<file path="config.mk">
export PLATFORM = sky130hd
export DESIGN_NAME = dsp_chain_fp16_operand_feeder
export DESIGN_NICKNAME = d
export VERILOG_FILES = /design/src/rtl/dsp_chain_fp16_operand_feeder_pkg.sv /design/src/rtl/dsp_chain_result_fifo.sv /design/src/rtl/dsp_chain_fp16_operand_feeder.sv
export SDC_FILE = /design/constraint.sdc
export NUM_CORES = 1
export LEC_CHECK = 0
export ABC_AREA = 1
export BUFFER_PORTS_ARGS = -buffer_cell sky130_fd_sc_hd__buf_4
export CORE_AREA = 4 4 301 303
export CTS_BUF_LIST = sky130_fd_sc_hd__clkbuf_4 sky130_fd_sc_hd__clkbuf_8 sky130_fd_sc_hd__clkbuf_16
export DETAILED_ROUTE_END_ITERATION = 12
export DIE_AREA = 0 0 305 307
export PLACE_DENSITY = 0.63
export SYNTH_ARGS = -nofsm -noshare
export SYNTH_HDL_FRONTEND = slang
export SYNTH_SLANG_ARGS = --single-unit
</file>
<file path="constraint.sdc">
create_clock -name clk -period 3.3 [get_ports clk]
set_input_delay 0.495 -clock clk [delete_from_list [all_inputs] [get_ports clk]]
set_output_delay 0.495 -clock clk [all_outputs]
set_load 0.02 [all_outputs]
</file>
<file path="src/rtl/dsp_chain_fp16_operand_feeder_pkg.sv">
// Shared widths, constants and packing helpers for the fp16 SOP2 chain feeder.
// Operand layout per stage is {top_a, top_b, bot_a, bot_b}, with top_a in the MSBs.
package dsp_chain_fp16_operand_feeder_pkg;

    localparam int FP16_W        = 16;
    localparam int FP32_W        = 32;
    localparam int OPS_PER_STAGE = 4;
    localparam int STAGE_OPS_W   = FP16_W * OPS_PER_STAGE;

    localparam logic [FP16_W-1:0] FP16_ZERO = 16'h0000;

    localparam int TOP_A_LSB = 3 * FP16_W;
    localparam int TOP_B_LSB = 2 * FP16_W;
    localparam int BOT_A_LSB = 1 * FP16_W;
    localparam int BOT_B_LSB = 0;

    function automatic int stage_lsb(input int k);
        return k * STAGE_OPS_W;
    endfunction

    function automatic logic [STAGE_OPS_W-1:0] pack_ops(
        input logic [FP16_W-1:0] top_a,
        input logic [FP16_W-1:0] top_b,
        input logic [FP16_W-1:0] bot_a,
        input logic [FP16_W-1:0] bot_b
    );
        logic [STAGE_OPS_W-1:0] p;
        p = '0;
        p[TOP_A_LSB +: FP16_W] = top_a;
        p[TOP_B_LSB +: FP16_W] = top_b;
        p[BOT_A_LSB +: FP16_W] = bot_a;
        p[BOT_B_LSB +: FP16_W] = bot_b;
        return p;
    endfunction

endpackage

</file>
<file path="src/rtl/dsp_chain_result_fifo.sv">
// Result FIFO: first-word fall-through, DEPTH entries of WIDTH bits.
// Latency: a push is visible at the head the cycle after the write edge.
// Backpressure: pop on empty is ignored; push on full is illegal and asserted against.
module dsp_chain_result_fifo #(
    parameter int DEPTH = 8,
    parameter int WIDTH = 32
) (
    input  logic                     clk,
    input  logic                     reset,
    input  logic                     push,
    input  logic [WIDTH-1:0]         push_dat,
    input  logic                     pop,
    output logic [WIDTH-1:0]         head_dat,
    output logic                     empty,
    output logic                     full,
    output logic [$clog2(DEPTH):0]   count
);

    localparam int AW = $clog2(DEPTH);

    logic [WIDTH-1:0] mem [DEPTH];
    logic [AW-1:0]    wr_ptr;
    logic [AW-1:0]    rd_ptr;
    logic [AW:0]      count_q;
    logic             do_pop;

    assign do_pop   = pop && !empty;
    assign empty    = (count_q == '0);
    assign full     = (count_q == (AW+1)'(DEPTH));
    assign count    = count_q;
    // Head reads as zero when empty so the port is clean straight out of reset.
    assign head_dat = empty ? '0 : mem[rd_ptr];

    always_ff @(posedge clk) begin
        if (push) begin
            mem[wr_ptr] <= push_dat;
        end
    end

    always_ff @(posedge clk or negedge reset) begin
        if (!reset) begin
            wr_ptr  <= '0;
            rd_ptr  <= '0;
            count_q <= '0;
        end else begin
            if (push) begin
                wr_ptr <= wr_ptr + AW'(1);
            end
            if (do_pop) begin
                rd_ptr <= rd_ptr + AW'(1);
            end
            case ({push, do_pop})
                2'b10:   count_q <= count_q + (AW+1)'(1);
                2'b01:   count_q <= count_q - (AW+1)'(1);
                default: count_q <= count_q;
            endcase
        end
    end

    assert property (@(posedge clk) disable iff (!reset) !(push && full));

endmodule

</file>
<file path="src/rtl/dsp_chain_fp16_operand_feeder.sv">
// Sequencer for an fp16 SOP2 DSP chain: skews operands per stage and collects fp32 results.
// Latency: stage k live at t+1+k*STAGE_LAT; result at FIFO head at t+2+(NUM_STAGES-1)*STAGE_LAT+RESULT_LAT.
// Backpressure: credit count caps in-flight + stored results at RES_DEPTH; in_ready drops at the cap.
module dsp_chain_fp16_operand_feeder
    import dsp_chain_fp16_operand_feeder_pkg::*;
#(
    parameter int NUM_STAGES = 4,
    parameter int STAGE_LAT  = 1,
    parameter int RESULT_LAT = 2,
    parameter int RES_DEPTH  = 8
) (
    input  logic                              clk,
    input  logic                              reset,
    input  logic                              in_valid,
    output logic                              in_ready,
    input  logic [NUM_STAGES*STAGE_OPS_W-1:0] in_ops,
    output logic [NUM_STAGES*STAGE_OPS_W-1:0] stage_ops,
    output logic [NUM_STAGES-1:0]             stage_op_valid,
    input  logic [FP32_W-1:0]                 chain_result,
    output logic                              res_valid,
    input  logic                              res_ready,
    output logic [FP32_W-1:0]                 res_data,
    output logic                              busy
);

    localparam int CW      = $clog2(RES_DEPTH) + 1;
    localparam int TAG_LAT = 1 + (NUM_STAGES - 1) * STAGE_LAT + RESULT_LAT;

    logic               accept;
    logic               pop;
    logic               fifo_empty;
    logic               fifo_full;
    logic [CW-1:0]      fifo_count;
    logic [CW-1:0]      credit_cnt;
    logic [TAG_LAT-1:0] tag_q;

    assign in_ready  = (credit_cnt < CW'(RES_DEPTH));
    assign accept    = in_valid && in_ready;
    assign pop       = res_valid && res_ready;
    assign res_valid = !fifo_empty;
    assign busy      = (credit_cnt != '0);

    // One delay line per stage; idle slots carry fp16 zeros so the chain sees +0.
    for (genvar k = 0; k < NUM_STAGES; k++) begin : g_stage
        localparam int DLY = 1 + k * STAGE_LAT;
        localparam int LSB = stage_lsb(k);

        logic [STAGE_OPS_W-1:0] dly_dat [DLY];
        logic                   dly_vld [DLY];

        always_ff @(posedge clk or negedge reset) begin
            if (!reset) begin
                for (int i = 0; i < DLY; i++) begin
                    dly_dat[i] <= {OPS_PER_STAGE{FP16_ZERO}};
                    dly_vld[i] <= 1'b0;
                end
            end else begin
                dly_vld[0] <= accept;
                dly_dat[0] <= accept ? in_ops[LSB +: STAGE_OPS_W] : {OPS_PER_STAGE{FP16_ZERO}};
                for (int i = 1; i < DLY; i++) begin
                    dly_vld[i] <= dly_vld[i-1];
                    dly_dat[i] <= dly_dat[i-1];
                end
            end
        end

        assign stage_ops[LSB +: STAGE_OPS_W] = dly_dat[DLY-1];
        assign stage_op_valid[k]             = dly_vld[DLY-1];
    end

    always_ff @(posedge clk or negedge reset) begin
        if (!reset) begin
            tag_q      <= '0;
            credit_cnt <= '0;
        end else begin
            tag_q <= {tag_q[TAG_LAT-2:0], accept};
            case ({accept, pop})
                2'b10:   credit_cnt <= credit_cnt + CW'(1);
                2'b01:   credit_cnt <= credit_cnt - CW'(1);
                default: credit_cnt <= credit_cnt;
            endcase
        end
    end

    dsp_chain_result_fifo #(
        .DEPTH (RES_DEPTH),
        .WIDTH (FP32_W)
    ) u_result_fifo (
        .clk      (clk),
        .reset    (reset),
        .push     (tag_q[TAG_LAT-1]),
        .push_dat (chain_result),
        .pop      (pop),
        .head_dat (res_data),
        .empty    (fifo_empty),
        .full     (fifo_full),
        .count    (fifo_count)
    );

    assert property (@(posedge clk) disable iff (!reset) credit_cnt <= CW'(RES_DEPTH));
    assert property (@(posedge clk) disable iff (!reset) fifo_count <= credit_cnt);
    assert property (@(posedge clk) disable iff (!reset) !(tag_q[TAG_LAT-1] && fifo_full && !pop));

endmodule
</file>
==> results.md, run 1 <==
- Post-synth ARST share: 0.7205
- Post-route ant nets: 0
- Most frequent CP cell: buf_4
- Die area: 93640 um2
- Max-Cap Viols: 0
- Routed vias: 16980
- R2R Setup Slk: 1.07 ns
- Rows: 109
- Worst min path class: in2reg
- Final Hold Viols: 0
- WL final: 71.05 mm
- EDFF count, synth: 256
- GR peak layer: met2
- Top cell type's share of synthesized area: 0.5390
- Largest net degree at the start of global routing: 132
- GR Layer Usage met2: 0.2640
- CP arrival: 2.59 ns
- # nets final: 3095
- Largest family of logic cells by synthesized area: buffers and inverters
- CP cell instances: inv_1, buf_4, buf_4, o21ai_0, o22ai_1, nor2_1, nor2_1, buf_4
- Post-synthesis adder-cell area fraction: 0.003267
- Clk Latency, worst-skew pair: 0.64 ns
- Cell taking the most area after synthesis: dfrtp_1
- Run status: completed
- Slowest stage delay, CP: 0.61 ns
- P per Cell Area: 832.2 nW/um2
- Most common cell in the netlist: dfrtp_1
- Post-synthesis xor/xnor area fraction: 0.002573
- CP startpoint: u_result_fifo.rd_ptr[1]
- Final Cell Area: 39570 um2
- First DRT Iteration DRCs: 1041
- Core area: 87970 um2
- Worst-Margin Slew: 0.9007 ns
- Drt first pass iters: 5
- Worst Setup Slack, final: 0.2113 ns
- Port buffer count: 586
- Starting Density: 0.3483
- Commonest cells post-synth: 660 x dfrtp_1, 494 x nor2_1, 277 x inv_1, 256 x edfxtp_1, 199 x buf_4
- CTS H-tree depth: 3
- Clock Sinks: 916
- Fraction of layout cells with a size suffix above 1: 0.2788
- Initial antenna violation count: 4
- Max frequency: 0.3238 GHz
- Worst-case clock skew: 0.05009 ns
- Final GP Congestion: 0.8129
- Critical Path End Type: output port
- Worst flop-to-flop path startpoint: credit_cnt[3]
- Syn Nets: 2558
- Slowest cell on crit path: dfrtp_4
- Critical Path Fanout Max: 26
- First-pass GRT wire length: 107.2 mm
- Die H: 307 um
- GR met1 Demand/Resource: 0.1758
- Total global routing track utilization: 0.1496
- Met3 Usage GRT: 0.03388
- Peak supply drop: 0.0005831 V
- Post-place setup slack: 0.7781 ns
- Flops & latches, synth: 916
- Post-synthesis compound-gate area fraction: 0.03683
- Buffer and inverter count on the worst path: 4
- CP Data Required Time: 2.80 ns
- Die span in x: 305 um
- Number of synthesis warnings: 0
- Mapped cell area: 30640 um2
- Fin. max-slew vios: 0
- Relative slew slack: 0.3995
- Critical path startpoint category: flop
- Post-synthesis mux area share: 0
- Avg Inst Size Synth: 13.57 um2
- Reg clk slew, reported paths: 0.06 ns
- CTS root buf: clkbuf_16
- Grt ovf: 0
- Vias in the first global route: 17430
- Count of cell types in the netlist: 24
- Leakage power: 19.41 nW
- Crit Path Class: reg2out
- DRC Markers: 0
- Post-layout util: 0.4498
- Simple-gate share of the synthesized area: 0.07064
- RSZ-0062 raised after global routing: false
- Minimum clock period: 3.089 ns
- Area Growth Syn to Fin: 29.14%
- CTS max path bufs: 3
- Placed instance area: 35100 um2
- Top cells by area, synth: dfrtp_1 54%, edfxtp_1 25%, nor2_1 6.1%, buf_4 4.9%, inv_1 3.4%
- Mapped Cells: 2258
- Number of top-level pins: 587
- Vias/cell: 4.201
- CP delay by family, top: buffers and inverters
- Setup bufs post-CTS: 0
- CTS tree: yes
- Seq/Total Area, Yosys: 0.7899
- Hold Crit Start: in_ops[145]
- Inserted Clock Buffers: 92
- Final worst path period share: 0.9360
- # setup viols final: 0
- Ys flop type: dfrtp_1
- Setup tns final: 0 ns
- Placed wire-length estimate: 46.53 mm
- WL/cell: 17.58 um
layout by cell type (no fill, tap or decap), drive strengths merged, types with 5 or more instances in the layout:
cell         Yosys  layout
dfrtp          660     660
nand2           67      67
clkbuf          23     120
o21ai          134     134
nand3            8       8
ha               8       8
bufinv           0      17
inv            278     282
dlygate4sd3      0      98
o211ai          33      33
clkinv           0      27
o22ai           32      32
buf            252     620
nor2           494     494
xor2             5       5
edfxtp         256     256
final timing paths:
check / end / cells after the start
worst max-delay path: res_data[15] / 8
worst min-delay path: g_stage[2].dly_dat[145] / 3
worst max register to register: credit_cnt[2] / 10
worst min register to register: stage_ops[170] / 0
max in group asynchronous: stage_ops[181] / 3
min in group asynchronous: g_stage[1].dly_dat[125] / 2
tightest hold or removal path, delay by kind of cell:
family | cells | cell delay [ns]
buffers and inverters | 2 | 0.15
AND/OR/NAND/NOR | 1 | 0.03
report_power, final:
part | internal (W) | switching, W | total [W]
registers | 0.0133 | 0.000644 | 0.0140
clock network | 0.00702 | 0.00443 | 0.0115
logic | 0.00269 | 0.00479 | 0.00748
stage by stage:
stage               hold slack, ns  total power, W  instances
finish                     0.06389         0.03293       4042
global route               0.01869         0.03462       4041
CTS                     0.00006867         0.03340       4038
detailed placement          0.3347         0.02170       3768
global placement            0.3312         0.02156       3768
floorplan                   0.1994         0.01877       2258
layout make-up:
type	instances	area (um2)
flip-flops and latches	916	24210
diodes	4	10.01
well taps	1165	1458
clock buffers	120	2624
inverters	278	1046
multi-input cells	789	3542
fillers	7841	48400
repair buffers	718	5831
clock inverters	52	847.1
kinds of logic after synthesis:
| group | count (synthesis) |
|---|---|
| flops | 916 |
| simple gates | 571 |
| buf+inv | 553 |
| compound gates | 201 |
| xor+xnor | 9 |
| fa+ha+maj | 8 |
per-layer routing:
metal | wire, um | share of wire
met3 | 4137 | 0.058
met2 | 36630 | 0.52
met1 | 27440 | 0.39
met4 | 2849 | 0.040
met5 | 0 | 0
sequential cells by signal (all words and copies together) (netlist names):
| register | count |
|---|---|
| tag_q | 6 |
| u_result_fifo.mem | 256 |
| g_stage.dly_dat | 448 |
| u_result_fifo.count | 4 |
| u_result_fifo.rd_ptr | 3 |
| stage_ops | 192 |
| u_result_fifo.wr_ptr | 3 |
| credit_cnt | 4 |
timing repair:
action / in CTS / in global routing
endpoints found under the setup margin: 0 / 20
hold buffers: 98 / 0
hold endpoints to repair: 134 / 0
gates resized for setup: 0 / 3
Power figures use the tool's default switching activity.
==> inputs of run 2 (changes only) <==
--- a/config.mk
+++ b/config.mk
@@ -7,11 +7,12 @@
 export LEC_CHECK = 0
 export ABC_AREA = 1
 export BUFFER_PORTS_ARGS = -buffer_cell sky130_fd_sc_hd__buf_4
-export CORE_AREA = 4 4 301 303
+export CORE_AREA = 4 4 356 358
 export CTS_BUF_LIST = sky130_fd_sc_hd__clkbuf_4 sky130_fd_sc_hd__clkbuf_8 sky130_fd_sc_hd__clkbuf_16
+export CTS_CLUSTER_DIAMETER = 100
 export DETAILED_ROUTE_END_ITERATION = 12
-export DIE_AREA = 0 0 305 307
-export PLACE_DENSITY = 0.63
+export DIE_AREA = 0 0 360 362
+export PLACE_DENSITY = 0.5
 export SYNTH_ARGS = -nofsm -noshare
 export SYNTH_HDL_FRONTEND = slang
 export SYNTH_SLANG_ARGS = --single-unit
==> results.md, run 2 (synthesis gave the netlist of run 1 again) <==
- Leakage power: 20.33 nW (+4.8%)
- Commonest non-fill, non-tap cell in the layout: dfrtp_1
- WL final: 78.44 mm (+10%)
- Clock Sinks: 916 (unchanged)
- Hold Crit Start: in_ops[83]
- Rows: 129 (+18%)
- # setup viols final: 0 (unchanged)
- Peak supply drop: 0.0007074 V (+21%)
- Worst flop-to-flop path startpoint: tag_q[5]
- Sw Ratio: 0.3053 (+0.005767)
- Worst-Margin Slew: 0.7169 ns (-0.1838 ns)
- Multi-input gate area: 3540 um2 (about the same)
- Final Cell Area: 42290 um2 (+6.9%)
- Fin. max-slew vios: 0 (unchanged)
- Run status: completed
- Fraction of layout cells with a size suffix above 1: 0.2698 (-0.008997)
- Inserted Clock Buffers: 98 (+6.5%)
- Placed instance area: 35860 um2 (+2.2%)
- CTS H-tree depth: 3 (unchanged)
- Final Hold Viols: 0 (unchanged)
- # fillers: 12090 (+54%)
- GR Layer Usage met2: 0.2027 (-0.06128)
- CP arrival: 2.56 ns (-0.03 ns)
- Starting Density: 0.2485 (-0.09985)
- First-pass GRT wire length: 118.3 mm (+10%)
- Critical Path End Type: output port
- Die span in x: 360 um (+18%)
- Grt ovf: 0 (unchanged)
- Reg area: 24210 um2 (about the same)
- Fin cells: 4718 (+17%)
- CTS max path bufs: 3 (unchanged)
- Crit Path Class: reg2out
- Largest net degree at the start of global routing: 130 (-1.5%)
- Minimum clock period: 3.057 ns (-0.03156 ns)
- Setup tns final: 0 ns (unchanged)
- P per Cell Area: 791.3 nW/um2 (-4.9%)
- Clk Latency, worst-skew pair: 0.72 ns (+0.08 ns)
- First DRT Iteration DRCs: 1211 (+16%)
- RSZ-0062 raised after global routing: false
- Final GP Congestion: 0.7769 (-4.4%)
- Routed vias: 17870 (+5.2%)
- Relative slew slack: 0.5221 (+0.1226)
- Hold path depth: 3 (unchanged)
- Worst reg2reg path endpoint: u_result_fifo.mem[0][13]
- WL/cell: 16.63 um (-5.4%)
- Initial antenna violation count: 5 (+1)
- Final worst path period share: 0.9264 (-0.009565)
- FF-to-FF path depth: 4 (-6)
- Port buffer count: 586 (unchanged)
- Reg clk slew, reported paths: 0.06 ns (about the same)
- Most frequent cells in the layout: 657 x dfrtp_1, 608 x buf_4, 486 x nor2_1
- Core area: 123300 um2 (+40%)
- Worst-case clock skew: 0.04654 ns (-0.003547 ns)
- Drt first pass iters: 4 (-1)
- CTS root buf: clkbuf_16
- Number of top-level pins: 587 (unchanged)
- R2R Setup Slk: 1.15 ns (+0.08 ns)
- Placed wire-length estimate: 50.88 mm (+9.4%)
- Post-route ant nets: 0 (unchanged)
- Sequential power share: 0.415 (-0.010)
- Die H: 362 um (+18%)
- Vias/cell: 3.787 (-9.9%)
- # nets final: 3294 (+6.4%)
- Logic pwr share: 0.234 (+0.007)
- WHS Endpoint: g_stage[1].dly_dat[83]
- Critical path startpoint category: flop
- Max-Cap Viols: 0 (unchanged)
- Dpl cells: 4251 (+13%)
- Total global routing track utilization: 0.1192 (-0.03042)
- Setup bufs post-CTS: 0 (unchanged)
- Worst min path class: in2reg
- Die area: 130300 um2 (+39%)
- P_sw: 0.01022 W (+3.6%)
- GR peak layer: met2
- Area Growth Syn to Fin: 38.01%
- CTS tree: yes
- Vias in the first global route: 18680 (+7.2%)
- DRC Markers: 0 (unchanged)
- Pint: 0.02325 W (+0.79%)
- Met3 Usage GRT: 0.03235 (-0.001531)
- GR met1 Demand/Resource: 0.1423 (-0.03358)
- Post-layout util: 0.3429 (-0.1069)
- Critical Path Fanout Max: 41 (+58%)
- Max frequency: 0.3271 GHz (+1.0%)
- Clk pwr share: 0.351 (+0.003)
- Max reg flops: 448 (unchanged)
- Top reg by flops: g_stage.dly_dat
- CP Data Required Time: 2.80 ns (about the same)
run 2: final cells by class:
| class | count | area share |
|---|---|---|
| diodes | 1 | 0.00005918 |
| repair buffers | 911 | 0.1850 |
| multi-input cells | 789 | 0.08371 |
| clock buffers | 146 | 0.07149 |
| flip-flops and latches | 916 | 0.5725 |
| clock inverters | 40 | 0.01411 |
| inverters | 278 | 0.02471 |
| well taps | 1637 | 0.04844 |
run 2: through the flow:
stage	power (W)	hold slack, ns	setup slack, ns
final	0.03346	0.07314	0.2429
after global routing	0.03527	0.02964	0.02619
after CTS	0.03410	0.002857	0.08213
after detailed placement	0.02185	0.3347	0.8747
after global placement	0.02176	0.3311	0.8890
after floorplan	0.01877	0.1994	0.7439
run 2: how the worst max path moves through the flow:
stage                     depth (start not counted)                 endpoint  slack (ns)                     from
after CTS                                         7              res_data[3]        0.08  u_result_fifo.rd_ptr[0]
after detailed placement                          7              res_data[3]        0.87  u_result_fifo.rd_ptr[0]
final                                             7              res_data[3]        0.24  u_result_fifo.rd_ptr[0]
after floorplan                                   3  u_result_fifo.mem[0][0]        0.74                 tag_q[5]
after global routing                              7              res_data[3]        0.03  u_result_fifo.rd_ptr[0]
after global placement                            7              res_data[3]        0.89  u_result_fifo.rd_ptr[0]
run 2: per-layer routing:
layer / up-vias / routed length (um)
li1: 8359 / -
met3: 145 / 4839
met5: - / 27
met2: 483 / 39330
met4: 4 / 2872
met1: 8875 / 31370
run 2: critical path, cell delays in order (launching register included):
cell	delay, ns
dfrtp_4	0.49
clkinv_2	0.33
buf_12	0.26
nor2_1	0.06
o211ai_1	0.17
nand2_1	0.06
nor2_1	0.29
buf_4	0.21
run 2: timing repair:
item                      CTS  global route
hold endpoints to repair  558             0
hold buffers              280             0
resized for setup           0             0
run 2: power groups by stage:
stage | Sequential, W | Combinational (W) | Clock [W]
3_3_place_gp | 0.0141 | 0.00770 | 0
3_5_place_dp | 0.0141 | 0.00774 | 0
5_1_grt | 0.0140 | 0.00864 | 0.0126
4_1_cts | 0.0139 | 0.00806 | 0.0121
2_1_floorplan | 0.0141 | 0.00471 | 0
6_report | 0.0139 | 0.00785 | 0.0117
==> inputs of run 3 (changes only) <==
--- a/config.mk
+++ b/config.mk
@@ -5,13 +5,12 @@
 export SDC_FILE = /design/constraint.sdc
 export NUM_CORES = 1
 export LEC_CHECK = 0
-export ABC_AREA = 1
 export BUFFER_PORTS_ARGS = -buffer_cell sky130_fd_sc_hd__buf_4
-export CORE_AREA = 4 4 356 358
+export CORE_AREA = 4 4 351 353
 export CTS_BUF_LIST = sky130_fd_sc_hd__clkbuf_4 sky130_fd_sc_hd__clkbuf_8 sky130_fd_sc_hd__clkbuf_16
 export CTS_CLUSTER_DIAMETER = 100
 export DETAILED_ROUTE_END_ITERATION = 12
-export DIE_AREA = 0 0 360 362
+export DIE_AREA = 0 0 355 357
 export PLACE_DENSITY = 0.5
 export SYNTH_ARGS = -nofsm -noshare
 export SYNTH_HDL_FRONTEND = slang
==> results.md, run 3 <==
- Run status: completed
- Placed wire-length estimate: 52.47 mm (+3.1%)
- Dpl cells: 3598 (-15%)
- Peak supply drop: 0.0004255 V (-40%)
- Initial antenna violation count: 23 (+18)
- Die span in x: 355 um (-1.4%)
- CTS max path bufs: 3 (unchanged)
- Port buffer count: 586 (unchanged)
- FF-to-FF path depth: 10 (+6)
- Area Growth Syn to Fin: 37.97% (about the same)
- Starting Density: 0.2495 (+0.001015)
- Critical path startpoint category: flop
- Drt first pass iters: 4 (unchanged)
- Routed vias: 15280 (-14%)
- Avg Inst Size Synth: 18.53 um2 (+37%)
- Clock Sinks: 916 (unchanged)
- WL/cell: 18.94 um (+14%)
- Inserted Clock Buffers: 100 (+2.0%)
- Max frequency: 0.3216 GHz (-1.7%)
- Final GP Congestion: 0.7976 (+2.7%)
- Seq/Total Area, Yosys: 0.8097 (+0.01977)
- Vias in the first global route: 17140 (-8.2%)
- Post-layout util: 0.3442 (+0.001310)
- Top cell type's share of synthesized area: 0.5525 (+0.01349)
- Hold path depth: 2 (-1)
- Worst-case clock skew: 0.03374 ns (-0.01281 ns)
- RSZ-0062 raised after global routing: false
- CTS root buf: clkbuf_16
- Final Hold Viols: 0 (unchanged)
- Post-synth ARST share: 0.7205 (unchanged)
- WL final: 76.67 mm (-2.3%)
- Die H: 357 um (-1.4%)
- Most frequent cells in the layout: 657 x dfrtp_1, 612 x buf_4, 257 x and2_1
- Fin. max-slew vios: 0 (unchanged)
- Die area: 126700 um2 (-2.8%)
- Mapped cell area: 29890 um2 (-2.4%)
- CP cell instances: buf_4, mux4_2, mux2i_1, nor2_1, buf_4
- Grt ovf: 0 (unchanged)
- Flops & latches, synth: 916 (unchanged)
- Post-route ant nets: 0 (unchanged)
- Max-Cap Viols: 0 (unchanged)
- # nets final: 2642 (-20%)
- EDFF count, synth: 256 (unchanged)
- Hold Crit Start: in_ops[225]
- Fraction of layout cells with a size suffix above 1: 0.3681 (+0.09833)
- Buffer and inverter count on the worst path: 2 (-1)
- Worst flop-to-flop path startpoint: u_result_fifo.count[2]
- Count of cell types in the netlist: 30 (+25%)
- Critical Path End Type: output port
- WHS Endpoint: g_stage[3].dly_dat[225]
- Most frequent CP cell: buf_4
- Leakage power: 18.83 nW (-7.4%)
- Reg clk slew, reported paths: 0.06 ns (about the same)
- Slowest stage delay, CP: 0.56 ns (+0.07 ns)
- Syn Nets: 1913 (-25%)
- Total global routing track utilization: 0.1197 (+0.0005081)
- Minimum clock period: 3.109 ns (+0.05237 ns)
- Rows: 127 (-1.6%)
- Slowest cell on crit path: dfrtp_4
- Most common cell in the netlist: dfrtp_1
- DRC Markers: 0 (unchanged)
- Fin cells: 4049 (-14%)
- Crit Path Class: reg2out
- CP delay by family, top: multiplexers
- Number of top-level pins: 587 (unchanged)
- Commonest cells post-synth: 660 x dfrtp_1, 257 x and2_1, 256 x edfxtp_1, 202 x buf_4, 64 x mux4_2
- Commonest non-fill, non-tap cell in the layout: dfrtp_1
- First-pass GRT wire length: 113.3 mm (-4.2%)
- Max reg flops: 448 (unchanged)
- Mapped Cells: 1613 (-29%)
- Critical Path Fanout Max: 12 (-71%)
- Worst-Margin Slew: 0.8175 ns (+0.1007 ns)
- Largest net degree at the start of global routing: 90 (-31%)
- Top reg by flops: g_stage.dly_dat
- Cell taking the most area after synthesis: dfrtp_1
- CTS tree: yes
- P per Cell Area: 791.3 nW/um2 (about the same)
- First DRT Iteration DRCs: 723 (-40%)
- R2R Setup Slk: 0.98 ns (-0.17 ns)
- CTS H-tree depth: 3 (unchanged)
- CP Data Required Time: 2.80 ns (about the same)
- Worst min path class: in2reg
- Worst reg2reg path endpoint: credit_cnt[2]
- Ys flop type: dfrtp_1
- Final worst path period share: 0.9423 (+0.01587)
- Clk Latency, worst-skew pair: 0.67 ns (-0.05 ns)
- CP arrival: 2.61 ns (+0.05 ns)
- Number of synthesis warnings: 0 (unchanged)
- # setup viols final: 0 (unchanged)
- Vias/cell: 3.774 (-0.34%)
- Core area: 119800 um2 (-2.8%)
- Top cells by area, synth: dfrtp_1 55%, edfxtp_1 26%, and2_1 5.4%, buf_4 5.1%, mux4_2 4.8%
- Setup tns final: 0 ns (unchanged)
- Relative slew slack: 0.4537 (-0.06841)
run 3: cell types whose count changed after synthesis, moves of 6 or more:
cell	previous run	this run
o21ai_0	129	1
buf_6	12	1
o211ai_1	33	0
clkbuf_2	6	0
mux2i_1	0	33
clkbuf_1	17	31
inv_1	277	1
mux4_2	0	64
nand2_1	67	7
o22ai_1	32	0
nor2_1	494	40
nand3_1	7	1
buf_2	36	12
and2_1	0	257
run 3: how the worst max path moves through the flow:
stage / startpoint / end / depth (start not counted)
finish: u_result_fifo.rd_ptr[0] / res_data[3] / 5
CTS: u_result_fifo.rd_ptr[0] / res_data[3] / 5
global route: u_result_fifo.rd_ptr[1] / res_data[24] / 5
global placement: u_result_fifo.rd_ptr[1] / res_data[24] / 5
floorplan: u_result_fifo.wr_ptr[0] / u_result_fifo.mem[0][0] / 2
detailed placement: u_result_fifo.rd_ptr[1] / res_data[24] / 5
run 3: what timing repair did:
action	4_1_cts	5_1_grt
hold buffers	247	0
pin swaps	0	0
buffers inserted	0	6
hold endpoints to repair	391	0
gates resized for setup	2	0
endpoints found under the setup margin	2	6
cloned	1	0
run 3: cell type report:
cell class                 count  area, um2
multi-input combinational    447       4025
antenna                       14      35.03
timing repair buffer         873       7362
fill                       11430      78570
sequential                   916      24210
clock inverter                43      610.6
clock buffer                 140       2962
inverter                       4      20.02
tap                         1612       2017
run 3: power breakdown:
group | total, W | internal [W] | switching (W) | leakage (nW)
logic | 0.00690 | 0.00315 | 0.00375 | 5.86
clock network | 0.0117 | 0.00711 | 0.00461 | 1.78
registers | 0.0140 | 0.0133 | 0.000746 | 11.2
total | 0.0326 | 0.0235 | 0.00911 | 18.8
run 3: metrics by stage:
stage	setup WS [ns]	cell area (um2)	total power [W]	hold WS (ns)
after CTS	0.05168	41160	0.03318	0.000001332
after detailed placement	0.7228	35080	0.02089	0.3347
after global routing	0.07642	41220	0.03419	0.01721
after global placement	0.7636	35080	0.02074	0.3315
after floorplan	0.04171	29890	0.01811	0.1994
final	0.1905	41240	0.03264	0.05787
run 3: layer usage:
layer | share of wire | routed length, um | up-vias | track usage
met1 | 0.40 | 30800 | 7857 | 0.1480
li1 | - | - | 6696 | -
met2 | 0.46 | 34910 | 576 | 0.1855
met4 | 0.032 | 2441 | 14 | 0.04215
met5 | 0.0012 | 92 | - | 0
met3 | 0.11 | 8427 | 137 | 0.05461
run 3: cells by family after synthesis:
kind of cell,Yosys count,share of synthesized area
XOR/XNOR,14,0.004102
AND/OR/NAND/NOR,317,0.06299
multiplexers,101,0.06090
AO/OA/AOI/OAI,7,0.001465
adder cells (fa/ha/maj),8,0.003349
buffers and inverters,250,0.05751
flip-flops,916,0.8097
